File: config.mk
export PLATFORM = sky130hd
export DESIGN_NAME = id_ex_issue
export DESIGN_NICKNAME = d
export VERILOG_FILES = /design/src/rtl/id_ex_issue.sv
export SDC_FILE = /design/constraint.sdc
export NUM_CORES = 1
export LEC_CHECK = 0
export ABC_AREA = 1
export BUFFER_PORTS_ARGS = -buffer_cell sky130_fd_sc_hd__buf_2
export CAP_MARGIN = 20
export CORE_UTILIZATION = 44
export DETAILED_ROUTE_END_ITERATION = 8
export HOLD_SLACK_MARGIN = 0.05
export PLACE_DENSITY = 0.77
export SLEW_MARGIN = 5
export SYNTH_ARGS = -nofsm -noshare
export SYNTH_HDL_FRONTEND = slang
export SYNTH_SLANG_ARGS = --single-unit
File: constraint.sdc
create_clock -name clk -period 3.1 [get_ports clk]
set_input_delay 0.93 -clock clk [delete_from_list [all_inputs] [get_ports clk]]
set_output_delay 0.93 -clock clk [all_outputs]
set_load 0.02 [all_outputs]
File: src/rtl/id_ex_issue.sv
// Decode/issue stage: decodes IF/ID, resolves operands with EX, EX/MEM and MEM/WB
// forwarding, detects load-use hazards and owns the ID/EX register feeding the ALU.
// Latency: one clock from IF/ID to ID/EX. Backpressure: stall (combinational) holds PC
// and IF/ID while a bubble is issued.
// Ports: clk/rst; instr_valid/instr/flush from IF/ID; rs/rt register-file read port;
// EX, EX/MEM and MEM/WB forwarding sources; stall; registered ex_* ALU/memory controls.
module id_ex_issue #(
    parameter int DSIZE = 16,
    parameter int RSIZE = 4
) (
    input  logic             clk,
    input  logic             rst,
    input  logic             instr_valid,
    input  logic [15:0]      instr,
    input  logic             flush,
    output logic [RSIZE-1:0] rs_addr,
    output logic [RSIZE-1:0] rt_addr,
    input  logic [DSIZE-1:0] rs_data,
    input  logic [DSIZE-1:0] rt_data,
    input  logic [DSIZE-1:0] ex_alu_result,
    input  logic             exmem_wen,
    input  logic             exmem_is_load,
    input  logic [RSIZE-1:0] exmem_rd,
    input  logic [DSIZE-1:0] exmem_data,
    input  logic             memwb_wen,
    input  logic [RSIZE-1:0] memwb_rd,
    input  logic [DSIZE-1:0] memwb_data,
    output logic             stall,
    output logic             ex_valid,
    output logic             ex_reg_wen,
    output logic             ex_mem_read,
    output logic             ex_mem_write,
    output logic [2:0]       ex_alu_op,
    output logic [DSIZE-1:0] ex_a,
    output logic [DSIZE-1:0] ex_b,
    output logic [DSIZE-1:0] ex_store_data,
    output logic [RSIZE-1:0] ex_rd
);

    typedef enum logic {RUN, STALL} state_e;
    state_e state_q, state_d;

    logic [3:0]       opcode;
    logic [RSIZE-1:0] f_rd, f_rs, f_rt;
    logic [DSIZE-1:0] imm_sext;

    logic       dec_wen, dec_mread, dec_mwrite, use_rs, use_rt, b_imm;
    logic [2:0] dec_op;

    logic             ex_valid_q, ex_reg_wen_q, ex_mem_read_q, ex_mem_write_q;
    logic             ex_valid_d, ex_reg_wen_d, ex_mem_read_d, ex_mem_write_d;
    logic [2:0]       ex_alu_op_q, ex_alu_op_d;
    logic [DSIZE-1:0] ex_a_q, ex_a_d, ex_b_q, ex_b_d, ex_store_data_q, ex_store_data_d;
    logic [RSIZE-1:0] ex_rd_q, ex_rd_d;

    logic [DSIZE-1:0] rs_val, rt_val;
    logic             haz_rs, haz_rt;

    assign opcode   = instr[15:12];
    assign f_rd     = instr[8 +: RSIZE];
    assign f_rs     = instr[4 +: RSIZE];
    assign f_rt     = instr[0 +: RSIZE];
    assign imm_sext = {{(DSIZE-4){instr[3]}}, instr[3:0]};

    // SW reads its store source through the rt port using the rd field.
    assign rs_addr = f_rs;
    assign rt_addr = (opcode == 4'd8) ? f_rd : f_rt;

    always_comb begin
        dec_op     = 3'b000;
        dec_wen    = 1'b0;
        dec_mread  = 1'b0;
        dec_mwrite = 1'b0;
        use_rs     = 1'b0;
        use_rt     = 1'b0;
        b_imm      = 1'b0;
        case (opcode)
            4'd0, 4'd1, 4'd2, 4'd3, 4'd4, 4'd5: begin
                dec_op  = opcode[2:0];
                dec_wen = 1'b1;
                use_rs  = 1'b1;
                use_rt  = 1'b1;
            end
            4'd6: begin
                dec_wen = 1'b1;
                use_rs  = 1'b1;
                b_imm   = 1'b1;
            end
            4'd7: begin
                dec_wen   = 1'b1;
                dec_mread = 1'b1;
                use_rs    = 1'b1;
                b_imm     = 1'b1;
            end
            4'd8: begin
                dec_mwrite = 1'b1;
                use_rs     = 1'b1;
                use_rt     = 1'b1;
                b_imm      = 1'b1;
            end
            default: ;  // illegal opcodes issue as a NOP
        endcase
    end

    // Youngest producer wins; a load in EX or EX/MEM has no data yet, so it is
    // skipped here and caught by the hazard check instead.
    function automatic logic [DSIZE-1:0] fwd(input logic [RSIZE-1:0] r,
                                             input logic [DSIZE-1:0] rf_val);
        if (r == '0)
            return '0;
        else if (ex_valid_q && ex_reg_wen_q && ex_rd_q == r && !ex_mem_read_q)
            return ex_alu_result;
        else if (exmem_wen && exmem_rd == r && !exmem_is_load)
            return exmem_data;
        else if (memwb_wen && memwb_rd == r)
            return memwb_data;
        else
            return rf_val;
    endfunction

    function automatic logic load_pending(input logic [RSIZE-1:0] r);
        return (r != '0) &&
               ((ex_valid_q && ex_mem_read_q && ex_rd_q == r) ||
                (exmem_wen && exmem_is_load && exmem_rd == r));
    endfunction

    always_comb begin
        rs_val = fwd(rs_addr, rs_data);
        rt_val = fwd(rt_addr, rt_data);
        haz_rs = use_rs && load_pending(rs_addr);
        haz_rt = use_rt && load_pending(rt_addr);
        stall  = !rst && instr_valid && !flush && (haz_rs || haz_rt);
    end

    // Informational stall tracker; flush always returns it to RUN.
    always_comb begin
        state_d = state_q;
        case (state_q)
            RUN:     if (stall) state_d = STALL;
            STALL:   if (!stall) state_d = RUN;
            default: state_d = RUN;
        endcase
        if (flush) state_d = RUN;
    end

    always_comb begin
        ex_valid_d      = 1'b0;
        ex_reg_wen_d    = 1'b0;
        ex_mem_read_d   = 1'b0;
        ex_mem_write_d  = 1'b0;
        ex_alu_op_d     = 3'b000;
        ex_a_d          = '0;
        ex_b_d          = '0;
        ex_store_data_d = '0;
        ex_rd_d         = '0;
        if (instr_valid && !flush && !stall) begin
            ex_valid_d      = 1'b1;
            ex_reg_wen_d    = dec_wen;
            ex_mem_read_d   = dec_mread;
            ex_mem_write_d  = dec_mwrite;
            ex_alu_op_d     = dec_op;
            ex_a_d          = use_rs ? rs_val : '0;
            ex_b_d          = b_imm ? imm_sext : (use_rt ? rt_val : '0);
            ex_store_data_d = dec_mwrite ? rt_val : '0;
            ex_rd_d         = dec_wen ? f_rd : '0;
        end
    end

    always_ff @(posedge clk or posedge rst) begin
        if (rst) begin
            state_q         <= RUN;
            ex_valid_q      <= 1'b0;
            ex_reg_wen_q    <= 1'b0;
            ex_mem_read_q   <= 1'b0;
            ex_mem_write_q  <= 1'b0;
            ex_alu_op_q     <= 3'b000;
            ex_a_q          <= '0;
            ex_b_q          <= '0;
            ex_store_data_q <= '0;
            ex_rd_q         <= '0;
        end else begin
            state_q         <= state_d;
            ex_valid_q      <= ex_valid_d;
            ex_reg_wen_q    <= ex_reg_wen_d;
            ex_mem_read_q   <= ex_mem_read_d;
            ex_mem_write_q  <= ex_mem_write_d;
            ex_alu_op_q     <= ex_alu_op_d;
            ex_a_q          <= ex_a_d;
            ex_b_q          <= ex_b_d;
            ex_store_data_q <= ex_store_data_d;
            ex_rd_q         <= ex_rd_d;
        end
    end

    assign ex_valid      = ex_valid_q;
    assign ex_reg_wen    = ex_reg_wen_q;
    assign ex_mem_read   = ex_mem_read_q;
    assign ex_mem_write  = ex_mem_write_q;
    assign ex_alu_op     = ex_alu_op_q;
    assign ex_a          = ex_a_q;
    assign ex_b          = ex_b_q;
    assign ex_store_data = ex_store_data_q;
    assign ex_rd         = ex_rd_q;

endmodule

# Yosys cells after proc, flatten, opt, wreduce, memory -nomap -nowiden
# Index checks and enable logic that the tools add are counted.
word_totals:
  reg_bits: 59
  inputBits: 111
  output_inout_bits: 68
  elab_cells: 97
op_classes:
  n_eq_ne: 14
  muxes: 30
  reduce_logical: 44
op_table:
  columns: ["operator", "n"]
  rows:
  - ["$mux 16", 15]
  - ["$logic_and 1x1->1", 26]
  - ["$eq 4x4->1", 6]
  - ["$eq 4x3->1 const B", 4]
  - ["$logic_not 4->1", 3]
  - ["$mux 4", 3]
  - ["$mux 1", 10]
  - ["$reduce_or 9->1", 1]
  - ["$eq 4x2->1 const B", 2]
  - ["$reduce_bool 4->1", 2]
  - ["$reduce_or 8->1", 1]
  - ["$reduce_or 7->1", 1]
  - ["$mux 3", 2]
  - ["$reduce_or 6->1", 1]
  - ["$logic_not 1->1", 5]
  - ["$eq 4x1->1 const B", 1]
  - ["$eq 4x4->1 const B", 1]
  - ["$logic_or 1x1->1", 3]
  - ["$reduce_or 3->1", 1]

# Depth between registers and ports, before layout
# Gate-level depths: netlist of run 1.
depth:
  word_depth: 12
  mapped_depth: 18

# Least setup slack after synthesis of run 1
# No wires, ideal clock.
synth_timing:
  kind: "input -> output"
  start: "input instr[15]"
  end: "output stall"
  t_arrival_ps: 2259
  slack_ps: -89
  path_stages: 16
  path_buffers: 2
  cell_sequence: "buf_6 -> inv_4 -> nor2_8 -> nand2_4 -> buf_6 -> nand2_2 -> nand2_2 -> nand2_1 -> nand2_1 -> nor2_1 -> nand3_1 -> nand2_1 -> nand2_1 -> nand2_1 -> nand2_2 -> inv_1"
synth_between:
  elab_chain_len: 9
  elab_cells_between_ends: 25
  classes_between: "eq/ne (10); mux (3); reduce/logical (12)"
synth_rtl:
  columns: ["element", "line", "text"]
  rows:
  - ["from (decl)", "14", "input logic [15:0] instr,"]
  - ["$eq 4x4->1 (*)", "67", "assign rt_addr = (opcode == 4'd8) ? f_rd : f_rt;"]
  - ["$mux 4 (*)", "67", null]
  - ["net rt_addr[2]", "17", "output logic [RSIZE-1:0] rt_addr,"]
  - ["$eq 4x4->1, on equally long branches", "123, 124", null]
  - ["$logic_and 1x1->1, on equally long branches", "123, 124", null]
  - ["$logic_or 1x1->1", "123", "((ex_valid_q && ex_mem_read_q && ex_rd_q == r) ||"]
  - ["$logic_and 1x1->1 (*)", "122", "return (r != '0) &&"]
  - ["$logic_and 1x1->1 (*)", "131", "haz_rt = use_rt && load_pending(rt_addr);"]
  - ["$logic_or 1x1->1 (*)", "132", "stall = !rst && instr_valid && !flush && (haz_rs || haz_rt);"]
  - ["$logic_and 1x1->1 (*)", "132", null]
  - ["to (decl)", "28", "output logic stall,"]
# Mark *: on every way through the listed nets, which the timed path passes. The rest lies on a longest branch.

# Worst setup path after layout of run 1
layout_timing:
  start: "input instr[12]"
  end: "output stall"
layout_between:
  elab_chain_len: 9
  elab_cells_between_ends: 25
  classes_between: "eq/ne (10); mux (3); reduce/logical (12)"
layout_rtl:
  columns: ["element", "line"]
  rows:
  - ["$eq 4x4->1", "67, 77"]
  - ["$mux 4", "67"]
  - ["$eq 4x4->1, on equally long branches", "123, 124"]
  - ["$logic_and 1x1->1, on equally long branches", "123, 124"]
  - ["$logic_or 1x1->1", "123"]
  - ["$logic_and 1x1->1", "122"]
  - ["$logic_and 1x1->1", "131"]
  - ["$logic_or 1x1->1 (*)", "132"]
  - ["$logic_and 1x1->1 (*)", "132"]
# Every way passes the cells marked *; elsewhere a longest branch is shown, timed or not.

==> results of run 1 <==
per-stage QoR:
step	hold slack, ps	setup WS, ps	TNS, ps	cell area (um^2)
2_1_floorplan	911	-22.4	-22.4	4280
4_1_cts	710	-197	-197	5810
3_5_place_dp	1090	-285	-285	5540
6_report	680	-244	-244	5920
3_3_place_gp	1070	-240	-240	5540
5_1_grt	738	-329	-329	5920
report_power, final:
| part | internal [mW] | switching (mW) | total (mW) |
|---|---|---|---|
| clock network | 0.458 | 0.339 | 0.797 |
| registers | 0.790 | 0.00891 | 0.798 |
| logic | 0.205 | 0.331 | 0.536 |
| total | 1.45 | 0.678 | 2.13 |
what timing repair did:
item | in CTS | in global routing
pin swaps | 2 | 15
resized for setup | 11 | 25
setup buffers | 2 | 3
hold buffers | 0 | 0
setup endpoints to repair | 1 | 1
metal layers:
layer  vias up  part of all wire  GRT usage
met4         0             0.020     0.0847
met5         -                 0          0
met3        25             0.070     0.0499
li1       2402                 -          -
met1      2131              0.46      0.413
met2       214              0.45      0.425
kinds of logic after synthesis:
kind of cell / count (synthesis)
flip-flops: 59
buffers and inverters: 149
AO/OA/AOI/OAI: 86
AND/OR/NAND/NOR: 329
XOR/XNOR: 9
cells in the final DEF (no fill, tap or decap), drive strengths merged, types with 4 or more instances in the layout:
cell	Yosys	layout
buf	21	231
xnor2	7	7
nor2	84	84
o21ai	49	49
nor3	24	24
nand4	19	19
clkbuf	13	9
nand3b	4	4
inv	114	115
clkinv	1	5
nand2	124	124
nand3	71	71
a21oi	36	36
dfrtp	59	59
worst register-to-register path: stages (launching register included):
cell and delay, ps:
dfrtp_1 450, or2_2 290, a21oi_1 170, nand4_1 140
o22ai_1 150, nand2_1 90, nand2_2 80, nand2_2 60
buf_4 160, nand2_4 180, buf_12 200, nor3_2 70
cell type report:
type / count / area share
clock buffers: 9 / 0.0209
clock inverters: 7 / 0.0169
inverters: 115 / 0.0733
multi-input cells: 424 / 0.380
flip-flops and latches: 59 / 0.249
well taps: 129 / 0.0273
repair buffers: 231 / 0.232
sequential cells by signal (all words and copies together) (netlist names):
register and count:
ex_rd 4, ex_reg_wen 1, ex_a 16, ex_valid 1, ex_alu_op 3, ex_b 16, ex_store_data 16, ex_mem_write 1
ex_mem_read 1
final timing paths:
check | startpoint | to | slack (ps)
worst max-delay path | instr[12] | stall | -240
worst min-delay path | rst | ex_rd[2] | 680
worst max register to register | ex_rd[1] | ex_store_data[5] | 940
worst min register to register | ex_mem_read | ex_a[8] | 1190
max in group asynchronous | rst | ex_a[13] | 1730
min in group clk | instr[11] | ex_rd[3] | 830
cells in the mapped netlist, types with 7 or more instances:
master    instances  area [um^2]
nand2_1         115          432
inv_1           113          424
nor2_1           78          293
nand3_1          69          345
dfrtp_1          59         1480
o21ai_0          49          245
a21oi_1          35          175
nand4_1          19          119
nor3_2           17          170
clkbuf_1         13         48.8
buf_2             8         40.0
xnor2_1           7         61.3
==> results.md, run 1 <==
* Adder-Cell Fraction of Synth Area at 0
* Fmax at between 200 and 300 MHz
* Critical-path cell list: buf_8 -> nor2_4 -> nand2_4 -> nand2_2 -> nand2_2 -> nand2_1 -> nand2_1 -> nor2_2 -> nand3_1 -> nand2_1 -> nand2_1 -> nand2_2 -> nand2_2 -> inv_2 -> buf_6
* Area Overhead vs Synth at 38.8%
* IO Pins at between 150 and 200
* Final Cycle Share at 1.08
* CTS root buf: clkbuf_8
* Largest net degree at the start of global routing at 34
* Leak at roughly 3.5 nW
* Syn_area_per_cell at 6.75 um^2
* Arr. time, crit path at approximately 2400 ps
* Final hold violations at 0
* CP max-delay cell: nor2_4
* Vias/cell at between 4 and 5
* Die span in y at roughly 100 um
* Die Span X at 100 um
* Share of layout cells above drive strength 1 at 0.367
* Post-layout power at 2.13 mW
* Worst vdd ir at between 150 and 200 uV
* Routed Antenna Nets at 0
* Total stage count of the critical path at 15
* Post-synthesis mux area share at 0
* Final Util at 0.635
* CTS max path bufs at 2
* Syn Nets at around 740
* Initial antenna violation count at 0
* Initial drt markers at approximately 360
* Main combinational cell family by area after synthesis: simple AND/OR/NAND/NOR gates
* Register area share after synthesis at 0.346
* Pre-antenna DRT Iters at 6
* PwrDens at 360 mW/mm^2
* Top delay family on crit path: simple AND/OR/NAND/NOR gates
* Port Buf Inserts at ~180
* Worst-skew pair later-pin latency at roughly 350 ps
* Pins Over Slew Limit at 0
* Status: finished with violations
* Hold WC Path Type: input pin to async pin
* Post-synth EDFFs at 0
* Req. time, crit path at between 2000 and 2500 ps
* DP Cell Count at 953
* Final Worst Setup Slack at -244 ps
* Post-Route WL at 13.9 mm
* Seq cells post-synth at 59
* Post-synthesis compound-gate area fraction at 0.102
* Final #Nets at 951
* Worst-Margin Slew at just under 700 ps
* RSZ-0062 raised after global routing: true
* First-pass GRT wire length at about 22 mm
* GP Congestion at between 0.9 and 1
* Worst Path Buf+Inv at 3
* Area of the multi-input gates at 0.00225 mm^2
* CTS tree: done
* Register area at 0.00148 mm^2
* Routed wire per std cell at about 14 um
* # fillers at ~860
* Synth Instances at 632
* Routed via count at between 4,000 and 5,000
* Crit path max fanout at 8
* Final setup viols at 1
* Overflow after GRT at 0
* Die Area at around 0.010 mm^2
* Min Tclk post-route at 3340 ps
* CTS sink cnt at between 50 and 60
* Post-Synth XOR/XNOR Area at 0.0185
* Remaining DRCs at 0
* Vias in the first global route at roughly 4,300
* Simple-Gate Fraction of Synth Area at 0.383
* H-tree levels at 3
* Yosys warns at 0
* Worst stage delay on the critical path at around 260 ps
* Crit start category: input pin
* GRT Util Overall at 0.282
* Cell row count at 35
* Ant. Diodes at 0
* CTS Buf Count at 9
* Yosys cell types at 33
* Clock-pin slew on the worst setup and hold paths at ~80 ps
* Non-filler instance count after layout at ~970
* CP endpoint kind: output pin
* Starting density of the core at 0.457
* Synth Cell Area at around 0.0043 mm^2
* Main synth FF type: dfrtp_1
* Worst Clk Skew at roughly 18 ps
* Crit path kind: input pin to output pin
* Failing checks: negative setup slack
* Reg2Reg Depth at 11
* Core area at 0.00933 mm^2
* Post-DP HPWL at roughly 11 mm
* Post-synth ARST share at 1.00
* Maxcap violations at 0
* Relative slew margins at 0.542
(Power assumes the default switching activity.)
==> run 2, diff against run 1 <==
--- a/config.mk
+++ b/config.mk
@@ -7,11 +7,13 @@
 export LEC_CHECK = 0
 export ABC_AREA = 1
 export BUFFER_PORTS_ARGS = -buffer_cell sky130_fd_sc_hd__buf_2
-export CAP_MARGIN = 20
-export CORE_UTILIZATION = 44
+export CAP_MARGIN = 10
+export CELL_PAD_IN_SITES_DETAIL_PLACEMENT = 1
+export CELL_PAD_IN_SITES_GLOBAL_PLACEMENT = 2
+export CORE_UTILIZATION = 22
 export DETAILED_ROUTE_END_ITERATION = 8
 export HOLD_SLACK_MARGIN = 0.05
-export PLACE_DENSITY = 0.77
+export PLACE_DENSITY_LB_ADDON = 0.1
 export SLEW_MARGIN = 5
 export SYNTH_ARGS = -nofsm -noshare
 export SYNTH_HDL_FRONTEND = slang
==> run 2 against run 1 <==
- the flow still finishes with violations (negative setup slack)
- flip-flop and latch count unchanged
- critical endpoint unchanged
- register-to-register slack got worse by 120 ps
- largest power group is now clock
- cell count increased by 14%
- global-route usage decreased by 9.2 points
- non-clock buffer count increased by 3
- critical path depth increased by 2
- final area increased by 6.3%
==> results.md, run 2 (synthesis gave the netlist of run 1 again) <==
* Leak at around 3.5 nW
* Failing checks: negative setup slack
* Relative slew margins at 0.491
* CTS tree: done
* Status: finished with violations
* Die Area at 0.0199 mm^2
* Req. time, crit path at about 2200 ps
* Die Span X at 141 um
* H-tree levels at 3
* Routed Antenna Nets at 0
* Min Tclk post-route at between 3000 and 4000 ps
* Final hold violations at 0
* Hold WC Path Type: input pin to async pin
* RSZ-0062 raised after global routing: true
* Hold slack at between 800 and 900 ps
* Ant. Diodes at 0
* GRT Util Overall at 0.190
* GP Congestion at 0.810
* Cell row count at 50
* Arr. time, crit path at ~2400 ps
* Pins Over Slew Limit at 0
* Vias in the first global route at about 4,900
* Initial drt markers at about 180
* Worst reg2reg endpoint: ex_rd[1]
* Reg2Reg Depth at 12
* Pre-antenna DRT Iters at 6
* DP Cell Count at around 1,100
* Remaining DRCs at 0
* Worst Setup SP: instr[12]
* Area Overhead vs Synth at 47.6%
* Final Cycle Share at 1.06
* CTS Buf Count at 9
* Maxcap violations at 0
* Post-Route WL at ~18 mm
* Final #Nets at approximately 960
* IO Pins at ~180
* Core area at ~0.019 mm^2
* CTS sink cnt at 59
* Crit path to: stall
* Worst Clk Skew at just over 9 ps
* Worst-Margin Slew at approximately 760 ps
* Routed via count at between 4,000 and 5,000
* Overflow after GRT at 0
* Post-DP HPWL at between 15 and 20 mm
* Hold-fix buffers at CTS at 0
* Largest net degree at the start of global routing at 60
* Fmax at a little over 300 MHz
* Most common cell after layout, fill and taps aside: buf_2
* Final Worst Setup Slack at -188 ps
* Clock-pin slew on the worst setup and hold paths at around 50 ps
* Vias/cell at about 4.2
* CTS max path bufs at 2
* Worst vdd ir at about 250 uV
* Crit path max fanout at 4
* Final setup viols at 1
* Share of layout cells above drive strength 1 at 0.370
* Routed wire per std cell at 16.5 um
* Crit path kind: input pin to output pin
* CP endpoint kind: output pin
* Starting density of the core at 0.227
* Crit start category: input pin
* Die span in y at 141 um
* Commonest cells after routing, fill and taps aside: 175 x buf_2, 111 x inv_1, 101 x nand2_1
* R2R Path Start: ex_rd[1]
* Worst-skew pair later-pin latency at about 330 ps
* R2R Setup Slk at slightly above 800 ps
* Initial antenna violation count at 0
* Port Buf Inserts at 178
* CTS root buf: clkbuf_16
* Non-filler instance count after layout at about 1,100
* First-pass GRT wire length at 28.7 mm
* PwrDens at 390 mW/mm^2
-- run 2: cell types whose count changed in the layout (fill, tap and decap cells not counted), sizes merged --
cell	delta
buf	+3
nor2	+1
-- run 2: routing by layer --
metal / vias to the layer above / wire length (um) / part of all wire / global-route usage
met3: 8 / 607 / 0.033 / 0.0204
met2: 118 / 7920 / 0.43 / 0.291
met4: 0 / 129 / 0.0071 / 0.0412
met1: 2162 / 9630 / 0.53 / 0.285
met5: - / 0 / 0 / 0
li1: 2413 / - / - / -
-- run 2: critical path, cell delays in order --
cell	delay, ps
buf_8	100
nor2_4	160
buf_12	130
buf_16	110
nand3_2	90
buf_6	140
nand2_4	60
nand2_2	60
nand2_2	70
nor2_2	40
nand3_1	60
nand2_1	50
nand2_1	60
nand2_2	50
nand2_2	80
inv_2	40
buf_6	120
-- run 2: repair_timing --
action | in CTS | in global routing
setup endpoints to repair | 1 | 23
gates resized for setup | 31 | 8
cloned | 2 | 0
setup buffers | 5 | 3
pin swaps | 10 | 10
-- run 2: layout make-up --
cell class                      count  area, um^2
Sequential cell                    59        1480
Clock inverter                      7         100
Clock buffer                        9         225
Fill cell                        2379       12500
Multi-Input combinational cell    425        2280
Timing Repair Buffer              234        1460
Tap cell                          260         325
Inverter                          115         434
-- run 2: worst min-delay path by stage --
stage	startpoint	end	slack, ps
2_1_floorplan	ex_rd[2]	ex_a[15]	910
3_3_place_gp	rst	ex_rd[0]	1180
3_5_place_dp	ex_mem_read	ex_a[15]	1190
4_1_cts	instr[8]	ex_rd[0]	850
5_1_grt	instr[8]	ex_rd[0]	880
6_report	rst	ex_rd[0]	820
-- run 2: through the flow --
step	TNS [ps]	setup WS [ps]	utilization	cell area, um^2	total power [mW]
after floorplan	-22.4	-22.4	-	4280	1.10
after global placement	-1210	-282	0.304	5720	1.36
after detailed placement	-1620	-334	0.304	5720	1.36
after CTS	-196	-196	0.332	6240	2.48
after global routing	-308	-308	0.334	6290	2.57
final	-188	-188	0.334	6290	2.45
-- run 2: power by group --
group	leakage (nW)	switching [mW]	internal (mW)	total, mW
registers	0.812	0.00892	0.791	0.800
logic	2.57	0.359	0.218	0.577
clock network	0.160	0.367	0.708	1.07
